**config.mk**
```make
export PLATFORM = sky130hd
export DESIGN_NAME = archie_rom_loader
export DESIGN_NICKNAME = d
export VERILOG_FILES = /design/src/rtl/archie_loader_pkg.sv /design/src/rtl/archie_wb_mux.sv /design/src/rtl/archie_rom_loader.sv
export SDC_FILE = /design/constraint.sdc
export NUM_CORES = 1
export LEC_CHECK = 0
export CORE_UTILIZATION = 23
export DETAILED_ROUTE_END_ITERATION = 10
export SETUP_SLACK_MARGIN = 0.4
export SLEW_MARGIN = 20
export SYNTH_ARGS = -nofsm -noshare
export SYNTH_HDL_FRONTEND = slang
export SYNTH_SLANG_ARGS = --single-unit
```
**constraint.sdc**
```tcl
create_clock -name clk_sys -period 7.1 [get_ports clk_sys]
set_input_delay 1.065 -clock clk_sys [delete_from_list [all_inputs] [get_ports clk_sys]]
set_output_delay 1.065 -clock clk_sys [all_outputs]
set_load 0.01 [all_outputs]
```
**src/rtl/archie_loader_pkg.sv**
```systemverilog
// Shared types and constants for the ROM image loader: FSM states, byte-lane
// masks and the halfword packing decision.
package archie_loader_pkg;

  typedef enum logic [1:0] {
    IDLE    = 2'd0,
    COLLECT = 2'd1,
    WRITE   = 2'd2,
    FLUSH   = 2'd3
  } loader_state_t;

  localparam logic [3:0] SEL_LO      = 4'b0011;
  localparam logic [3:0] SEL_HI      = 4'b1100;
  localparam logic [3:0] SEL_ALL     = 4'b1111;
  localparam logic [2:0] CTI_CLASSIC = 3'b000;

  typedef struct packed {
    logic        wr;
    logic [3:0]  sel;
    logic [31:0] dat;
  } pack_t;

  function automatic logic [25:0] word_adr(input logic [25:0] base, input logic [21:0] wa);
    return base + {2'b00, wa, 2'b00};
  endfunction

  // A low halfword is always parked; a high halfword merges with a parked low
  // half of the same word, otherwise it goes out alone on the upper lanes.
  function automatic pack_t pack_halfword(input logic hi, input logic [21:0] wa,
                                          input logic [15:0] dat, input logic buf_valid,
                                          input logic [21:0] buf_wa, input logic [15:0] buf_dat);
    pack_t p;
    p.wr  = 1'b0;
    p.sel = SEL_LO;
    p.dat = {dat, dat};
    if (hi) begin
      p.wr = 1'b1;
      if (buf_valid && (buf_wa == wa)) begin
        p.sel = SEL_ALL;
        p.dat = {dat, buf_dat};
      end else begin
        p.sel = SEL_HI;
      end
    end
    return p;
  endfunction

endpackage

```
**src/rtl/archie_wb_mux.sv**
```systemverilog
// Selects who drives the SDRAM Wishbone port: the loader while loading,
// otherwise the core as a pure combinational passthrough.
module archie_wb_mux
  import archie_loader_pkg::*;
(
  input  logic        loading,
  input  logic        core_stb,
  input  logic        core_we,
  input  logic [3:0]  core_sel,
  input  logic [25:0] core_adr,
  input  logic [31:0] core_dat_o,
  input  logic [2:0]  core_cti,
  output logic        core_ack,
  input  logic        ld_stb,
  input  logic [3:0]  ld_sel,
  input  logic [25:0] ld_adr,
  input  logic [31:0] ld_dat,
  output logic        ram_stb,
  output logic        ram_cyc,
  output logic        ram_we,
  output logic [3:0]  ram_sel,
  output logic [25:0] ram_adr,
  output logic [31:0] ram_dat,
  output logic [2:0]  ram_cti,
  input  logic        ram_ack
);

  always_comb begin
    if (loading) begin
      ram_stb  = ld_stb;
      ram_cyc  = ld_stb;
      ram_we   = 1'b1;
      ram_sel  = ld_sel;
      ram_adr  = ld_adr;
      ram_dat  = ld_dat;
      ram_cti  = CTI_CLASSIC;
      core_ack = 1'b0;
    end else begin
      ram_stb  = core_stb;
      ram_cyc  = core_stb;
      ram_we   = core_we;
      ram_sel  = core_sel;
      ram_adr  = core_adr;
      ram_dat  = core_dat_o;
      ram_cti  = core_cti;
      core_ack = ram_ack;
    end
  end

endmodule

```
**src/rtl/archie_rom_loader.sv**
```systemverilog
// Packs the hps_io 16-bit ROM stream into 32-bit SDRAM writes and holds the core
// off the bus meanwhile. Optional image checksum under `LOADER_CSUM_EN.
module archie_rom_loader
  import archie_loader_pkg::*;
#(
  parameter logic [25:0] BASE_ADDR = 26'h400000,
  parameter logic [7:0]  DL_INDEX  = 8'd1
) (
  input  logic        clk_sys,
  input  logic        reset,
  input  logic        ioctl_download,
  input  logic [7:0]  ioctl_index,
  input  logic        ioctl_wr,
  input  logic [24:0] ioctl_addr,
  input  logic [15:0] ioctl_dout,
  output logic        ioctl_wait,
  input  logic        core_stb,
  input  logic        core_we,
  input  logic [3:0]  core_sel,
  input  logic [25:0] core_adr,
  input  logic [31:0] core_dat_o,
  input  logic [2:0]  core_cti,
  output logic        core_ack,
  output logic        ram_stb,
  output logic        ram_cyc,
  output logic        ram_we,
  output logic [3:0]  ram_sel,
  output logic [25:0] ram_adr,
  output logic [31:0] ram_dat,
  output logic [2:0]  ram_cti,
  input  logic        ram_ack,
  output logic        loading,
  output logic [31:0] csum
);

  loader_state_t state_reg;
  logic          buf_valid_reg;
  logic [21:0]   buf_wa_reg;
  logic [15:0]   buf_dat_reg;
  logic          pend_valid_reg;
  logic          pend_hi_reg;
  logic [21:0]   pend_wa_reg;
  logic [15:0]   pend_dat_reg;
  logic          stb_reg;
  logic [3:0]    sel_reg;
  logic [25:0]   adr_reg;
  logic [31:0]   dat_reg;
  logic          wait_reg;

  logic          active;
  logic          in_hi;
  logic [21:0]   in_wa;
  logic [15:0]   in_dat;
  pack_t         pk;
  logic          unused_addr_bits;

  assign active           = ioctl_download && (ioctl_index == DL_INDEX);
  assign unused_addr_bits = ^{ioctl_addr[24], ioctl_addr[0]};
  assign loading          = (state_reg != IDLE);
  assign ioctl_wait       = wait_reg;

  // A halfword deferred behind a buffered-low write is replayed from pend_*.
  always_comb begin
    in_hi  = ioctl_addr[1];
    in_wa  = ioctl_addr[23:2];
    in_dat = ioctl_dout;
    if (pend_valid_reg) begin
      in_hi  = pend_hi_reg;
      in_wa  = pend_wa_reg;
      in_dat = pend_dat_reg;
    end
    pk = pack_halfword(in_hi, in_wa, in_dat, buf_valid_reg, buf_wa_reg, buf_dat_reg);
  end

  always_ff @(posedge clk_sys) begin
    if (reset) begin
      state_reg      <= IDLE;
      stb_reg        <= 1'b0;
      wait_reg       <= 1'b0;
      buf_valid_reg  <= 1'b0;
      pend_valid_reg <= 1'b0;
    end else begin
      case (state_reg)
        IDLE: begin
          if (active) state_reg <= COLLECT;
        end
        COLLECT: begin
          if (!active) begin
            if (buf_valid_reg) begin
              adr_reg       <= word_adr(BASE_ADDR, buf_wa_reg);
              dat_reg       <= {buf_dat_reg, buf_dat_reg};
              sel_reg       <= SEL_LO;
              stb_reg       <= 1'b1;
              buf_valid_reg <= 1'b0;
              state_reg     <= FLUSH;
            end else begin
              state_reg <= IDLE;
            end
          end else if (ioctl_wr) begin
            if (buf_valid_reg && (buf_wa_reg != in_wa)) begin
              adr_reg        <= word_adr(BASE_ADDR, buf_wa_reg);
              dat_reg        <= {buf_dat_reg, buf_dat_reg};
              sel_reg        <= SEL_LO;
              stb_reg        <= 1'b1;
              wait_reg       <= 1'b1;
              buf_valid_reg  <= 1'b0;
              pend_valid_reg <= 1'b1;
              pend_hi_reg    <= in_hi;
              pend_wa_reg    <= in_wa;
              pend_dat_reg   <= in_dat;
              state_reg      <= WRITE;
            end else if (pk.wr) begin
              adr_reg       <= word_adr(BASE_ADDR, in_wa);
              dat_reg       <= pk.dat;
              sel_reg       <= pk.sel;
              stb_reg       <= 1'b1;
              wait_reg      <= 1'b1;
              buf_valid_reg <= 1'b0;
              state_reg     <= WRITE;
            end else begin
              buf_valid_reg <= 1'b1;
              buf_wa_reg    <= in_wa;
              buf_dat_reg   <= in_dat;
            end
          end
        end
        WRITE: begin
          if (ram_ack) begin
            stb_reg <= 1'b0;
            if (pend_valid_reg) begin
              pend_valid_reg <= 1'b0;
              if (pk.wr) begin
                // Deferred high halfword: back-to-back write, hps_io stays held.
                adr_reg <= word_adr(BASE_ADDR, in_wa);
                dat_reg <= pk.dat;
                sel_reg <= pk.sel;
                stb_reg <= 1'b1;
              end else begin
                buf_valid_reg <= 1'b1;
                buf_wa_reg    <= in_wa;
                buf_dat_reg   <= in_dat;
                wait_reg      <= 1'b0;
                state_reg     <= COLLECT;
              end
            end else begin
              wait_reg  <= 1'b0;
              state_reg <= COLLECT;
            end
          end
        end
        FLUSH: begin
          if (ram_ack) begin
            stb_reg   <= 1'b0;
            wait_reg  <= 1'b0;
            state_reg <= IDLE;
          end
        end
        default: state_reg <= IDLE;
      endcase
    end
  end

`ifdef LOADER_CSUM_EN
  logic [31:0] csum_reg;

  always_ff @(posedge clk_sys) begin
    if (reset) begin
      csum_reg <= 32'd0;
    end else if ((state_reg == IDLE) && active) begin
      csum_reg <= 32'd0;
    end else if ((state_reg == COLLECT) && active && ioctl_wr) begin
      csum_reg <= csum_reg + {16'd0, ioctl_dout};
    end
  end

  assign csum = csum_reg;
`else
  assign csum = 32'd0;
`endif

  archie_wb_mux u_mux (
    .loading    (loading),
    .core_stb   (core_stb),
    .core_we    (core_we),
    .core_sel   (core_sel),
    .core_adr   (core_adr),
    .core_dat_o (core_dat_o),
    .core_cti   (core_cti),
    .core_ack   (core_ack),
    .ld_stb     (stb_reg),
    .ld_sel     (sel_reg),
    .ld_adr     (adr_reg),
    .ld_dat     (dat_reg),
    .ram_stb    (ram_stb),
    .ram_cyc    (ram_cyc),
    .ram_we     (ram_we),
    .ram_sel    (ram_sel),
    .ram_adr    (ram_adr),
    .ram_dat    (ram_dat),
    .ram_cti    (ram_cti),
    .ram_ack    (ram_ack)
  );

endmodule

```
# ---- Word-level counts from Yosys, hierarchy flattened
# Index checks and enable logic that the tools add are counted.
# Widths: inputs -> output; s select.
dict set report totals {
  ff_bits 145
  output_inout_bits 103
  wordCells 140
}
dict set report op_classes {
  bitwise 1
  muxes 89
  addsub 2
  reduce_logical 15
  eq_ne 20
}
# cell count
set op_table {}
lappend op_table {{$mux 32} 8}
lappend op_table {{$mux 26} 8}
lappend op_table {{$mux 22} 7}
lappend op_table {{$mux 16} 8}
lappend op_table {{$pmux 32 s2} 1}
lappend op_table {{$pmux 26 s2} 1}
lappend op_table {{$add 23x24->25 const A} 2}
lappend op_table {{$pmux 22 s2} 1}
lappend op_table {{$mux 37} 1}
lappend op_table {{$mux 4} 8}
lappend op_table {{$pmux 16 s2} 1}
lappend op_table {{$mux 1} 27}
lappend op_table {{$eq 22x22->1} 1}
lappend op_table {{$mux 2} 11}
lappend op_table {{$ne 22x22->1} 1}
lappend op_table {{$ne 2x2->1 const B} 9}
lappend op_table {{$reduce_and 6->1} 3}
lappend op_table {{$reduce_and 5->1} 3}
lappend op_table {{$reduce_and 7->1} 2}
lappend op_table {{$ne 3x3->1 const B} 4}
lappend op_table {{$eq 8x1->1 const B} 1}
lappend op_table {{$pmux 2 s4} 1}
lappend op_table {{$pmux 4 s2} 1}
lappend op_table {{$pmux 1 s3} 2}
lappend op_table {{10 further kinds} 15}

# ---- Depth between registers and ports, before layout
dict set report logic_depth {
  word_depth 10
  ltp_mapped 11
}

# ---- Hierarchy
# A second synthesis with hierarchy kept.
dict set report unflattened {
  cells_unflattened 667
  area_unflattened_um2 7900.1
}
# module seq_area_each_um2 cells_per_inst instances area_each_um2
set by_module_without_submodules {}
lappend by_module_without_submodules {archie_rom_loader 4294.1 590 1 7030.5}
lappend by_module_without_submodules {archie_wb_mux 0.0 77 1 869.6}

# ---- Worst setup path before layout
# No wires, ideal clock.
dict set report synth_timing {
  path_type {input to register}
  startpoint {in ioctl_index[2]}
  endpoint {reg adr_reg[0] (enable)}
  path_buffers 1
  t_arrival_ns 6.422
  cell_stages 7
  required_ns 6.542
  setup_time_ns 0.558
  setup_slack_ns 0.120
  cell_sequence {nor4_1 nand4b_1 clkbuf_1 or2_2 a21oi_1 nor2_1 nor3_1}
}
dict set report synth_via {
  elab_chain_len 4
  word_cells_on_any_way 5
  classes_between {eq/ne: 3; reduce/logical: 2}
}
# element line
set synth_lines {}
lappend synth_lines {{from (decl)} archie_rom_loader.sv:12} ;# input logic [7:0] ioctl_index,
lappend synth_lines {{$eq 8x1->1 (*)} archie_rom_loader.sv:57} ;# assign active = ioctl_download && (ioctl_index == DL_INDEX);
lappend synth_lines {{$logic_and 1x1->1 (*)} archie_rom_loader.sv:57}
lappend synth_lines {{$ne 3x3->1 (no source line)} -}
lappend synth_lines {{$reduce_and 6->1 (no source line) (*)} -}
lappend synth_lines {{to (signal assigned)} archie_rom_loader.sv:90} ;# adr_reg <= word_adr(BASE_ADDR, buf_wa_reg);
lappend synth_lines {{to (signal assigned)} archie_rom_loader.sv:101} ;# adr_reg <= word_adr(BASE_ADDR, buf_wa_reg);
lappend synth_lines {{to (signal assigned)} archie_rom_loader.sv:113} ;# adr_reg <= word_adr(BASE_ADDR, in_wa);
lappend synth_lines {{to (decl)} archie_rom_loader.sv:46} ;# logic [25:0] adr_reg;
# Mark *: on every way between the ends. The rest lies on a longest branch, timed or not.
# A chain may end at the register's enable or synchronous reset.

# ---- Worst setup path after layout
dict set report layout_timing {
  startpoint {reg pend_valid_reg}
  endpoint {reg adr_reg[24], data pin}
}
dict set report layout_via {
  elab_chain_len 7
  word_cells_on_any_way 13
  classes_between {add/sub: 1; eq/ne: 1; mux: 10; reduce/logical: 1}
}
# element line
set layout_lines {}
lappend layout_lines {{from (decl)} archie_rom_loader.sv:40} ;# logic pend_valid_reg;
lappend layout_lines {{from (signal assigned)} archie_rom_loader.sv:81} ;# pend_valid_reg <= 1'b0;
lappend layout_lines {{from (signal assigned)} archie_rom_loader.sv:107} ;# pend_valid_reg <= 1'b1;
lappend layout_lines {{from (signal assigned)} archie_rom_loader.sv:131} ;# pend_valid_reg <= 1'b0;
lappend layout_lines {{$mux 22 (*)} archie_rom_loader.sv:67} ;# if (pend_valid_reg) begin
lappend layout_lines {{named net in_wa[21]} archie_rom_loader.sv:52} ;# logic [21:0] in_wa;
lappend layout_lines {{$add 23x24->25 or $ne 22x22->1 (tied branches)} {archie_loader_pkg.sv:24, archie_rom_loader.sv:100}}
lappend layout_lines {{$mux 26 or $logic_and 1x1->1 (tied branches)} {archie_rom_loader.sv:112, archie_rom_loader.sv:132, archie_rom_loader.sv:100}}
lappend layout_lines {{$mux 26} archie_rom_loader.sv:100} ;# if (buf_valid_reg && (buf_wa_reg != in_wa)) begin
lappend layout_lines {{$mux 26} archie_rom_loader.sv:99} ;# end else if (ioctl_wr) begin
lappend layout_lines {{$mux 26} archie_rom_loader.sv:88} ;# if (!active) begin
lappend layout_lines {{$pmux 26 s2 (*)} archie_rom_loader.sv:83} ;# case (state_reg)
# Mark *: on every way through the listed nets, which the timed path passes. The rest lies on a longest branch. The select of a mux whose other input is x is not followed.

==> results.cfg <==
[status]
status = finished clean

[clocking]
cts_tree = built
cts_setup_buffers = 0
clk_pin_slew_worst_paths_ps = 70
h-tree-depth = 4
cts.sinks = 145
root_buffer = clkbuf_16
numCtsBuffers = 17
clk_latency_ps = 420
postCtsHoldBufs = 0
cts_buffer_depth = 2
cts_resized = 0

[synthesis]
synthCells = 666
synthTopCellsByCount = edfxtp_1 (139), mux2_2 (65), nand2_1 (65)
ys_warn_count = 0
synth_top_cell_by_area = edfxtp_1
avgSynthCellArea_um2 = 11.54
synthFlopType = edfxtp_1
synth.yosys.seq_area_share_pct = 55.86
synth_cell_types = 44
yosysMostFrequentCell = edfxtp_1
syn_area_um2 = 7687
synth-edff-count = 139
yosysTopAreaCellShare_pct = 54.30
synth.area.top_cells = edfxtp_1 (54%), mux2_2 (9.5%), mux2i_1 (4.4%)
ys_ff_latch = 145
synth-async-reset-ratio_pct = 0

[timing]
relSlewSlack_pct = 31.31
max_freq_ghz = 0.2431
finalSetupTns_ps = 0
tightest_slew_ps = 1030
rsz0062_at_grt = false
slew_viol_final = 0
worst_clock_skew_ps = 10.48
period_minus_slack_ps = 4114
setup_viol = 0
finalHoldViolations = 0
period_share_pct = 57.95

[worst_setup_path]
timing.rr.end = adr_reg[24]
rrSetupSlack_ps = 2990
arrival_ps = 4230
r2r-start = pend_valid_reg
path_max_fanout = 99
r2r.worst_path.cells = 7
worst_setup_path_end_kind = register
crit_path_end = adr_reg[24]
critPathKind = register to register
required_ps = 7220
crit_start = pend_valid_reg
cp-start-kind = register

[power_and_ir_drop]
share_comb_of_total_power_pct = 9.7
clkPwrFrac_pct = 46.1
p_leak_nw = 3.666
p_sw_share_pct = 22.98
power.switching_mw = 0.4828
pwr-share-seq_pct = 44.2
max-vdd-ir-drop_mv = 0.1351
cellPowerDensity_nw_per_um2 = 198.5
p_int_mw = 1.618

[drt]
drt-initial-drc-count = 273
wl_mm = 20.20
num_vias = 5565
viasPerCell = 4.294
first_pass_iters = 5
drc = 0
drtAntennaViolNets = 0
wl_per_cell_um = 15.59

[global_routing]
grt_max_degree = 100
grt_overflow_total = 0
antenna_found_initial = 0
grt_first_pass_wirelength_mm = 30.85
grt_pass1_vias = 5390
grt_usage_pct = 12.01

[cells_and_area]
multi_input_area_um2 = 2975
syn2layout_area_growth_pct = 37.66
drive_gt1_share_pct = 14.40
fin_util_pct = 32.36
largest_reg_flops = 32
fill_cells = 3298
num_antenna_cells = 0
layout.nets = 964
register_area_um2 = 4298

[run]
drv_cap = 0

[min_path]
hp-start = ioctl_wait
worstHoldPathType = register to register

[floorplanning]
dieArea_um2 = 34160
start_util_pct = 23.51
die_y_um = 184.8
io_pins = 224
die_w_um = 184.8
rows = 66
coreArea_um2 = 32700

[placed_design]
gp_congestion = 0.7501
hpwl_mm = 13.06
io_buffers = 189
-- logic make-up (layout without fill, tap and decap cells) --
| logic type | after synthesis | after routing | share of synthesized area (%) |
|---|---|---|---|
| compound gates | 135 | 135 | 10.92 |
| buf+inv | 115 | 272 | 7.731 |
| simple gates | 145 | 145 | 8.301 |
| other cells | 1 | 32 | 0.04878 |
| fa+ha+maj | 2 | 2 | 0.3255 |
| flops | 145 | 145 | 55.86 |
| xor+xnor | 22 | 22 | 2.507 |
| mux | 101 | 101 | 14.31 |
-- per-layer routing --
metal	vias to the layer above	share of wire [%]	track usage (%)
li1	2685	-	-
met1	2696	44	14.92
met2	175	51	20.95
met3	9	5.0	2.831
met4	0	0.77	2.678
met5	-	0	0
-- worst min path at each step --
stage                  to  slack [ps]  cells after the start
2_1_floorplan     stb_reg         510                      2
3_3_place_gp   ioctl_wait         520                      2
3_5_place_dp   ioctl_wait         510                      2
4_1_cts        ioctl_wait         520                      2
5_1_grt        ioctl_wait         570                      2
6_report       ioctl_wait         530                      2
-- cell type report --
cell class                 count  area share (%)
tap                          442           5.226
multi-input combinational    437           28.12
inverter                      41           1.454
clock inverter                15           1.868
timing repair buffer         199           18.70
clock buffer                  17           4.020
sequential                   145           40.61
-- worst max-delay path, stage by stage, from the launching register on --
cell     delay [ps]
dfxtp_4         900
mux2_2          460
xor2_1          150
nor4_1          460
nand4_2         380
o31ai_4         370
buf_4           840
a31oi_1         180
-- power groups by stage --
| stage | logic (mW) | registers (mW) | clock network (mW) |
|---|---|---|---|
| floorplan | 0.0987 | 0.948 | 0 |
| global placement | 0.203 | 0.948 | 0 |
| detailed placement | 0.206 | 0.948 | 0 |
| CTS | 0.207 | 0.929 | 1.00 |
| global route | 0.224 | 0.928 | 1.04 |
| finish | 0.204 | 0.929 | 0.968 |
-- stage by stage --
| stage | hold WS (ps) | std cells | total power, mW | area [um^2] | setup WS, ps |
|---|---|---|---|---|---|
| finish | 525.5 | 1296 | 2.101 | 10580 | 2986 |
| global route | 569.3 | 1296 | 2.189 | 10580 | 2583 |
| CTS | 523.1 | 1295 | 2.137 | 10560 | 2628 |
| detailed placement | 511.2 | 1263 | 1.153 | 9940 | 2379 |
| global placement | 517.0 | 1263 | 1.151 | 9940 | 2420 |
| floorplan | 511.8 | 697 | 1.047 | 7809 | 1334 |
-- cell usage in the layout, fill, tap and decap left out, types with 5 or more instances in the layout --
| cell type | synthesis | layout |
|---|---|---|
| clkdlybuf4s50_1 | 0 | 189 |
| edfxtp_1 | 139 | 139 |
| mux2_2 | 65 | 65 |
| nand2_1 | 65 | 65 |
| nor2_1 | 48 | 46 |
| a21oi_1 | 43 | 43 |
| o21ai_0 | 42 | 42 |
| inv_1 | 40 | 40 |
| mux2i_1 | 34 | 34 |
| conb_1 | 1 | 32 |
| xnor2_1 | 20 | 20 |
| clkbuf_16 | 0 | 17 |
| o31ai_1 | 17 | 16 |
| a22o_1 | 16 | 16 |
| buf_4 | 34 | 9 |
| nor4_1 | 6 | 6 |
| inv_6 | 0 | 6 |
| and2_1 | 5 | 5 |
| dfxtp_1 | 6 | 5 |
(Power assumes the default switching activity.)
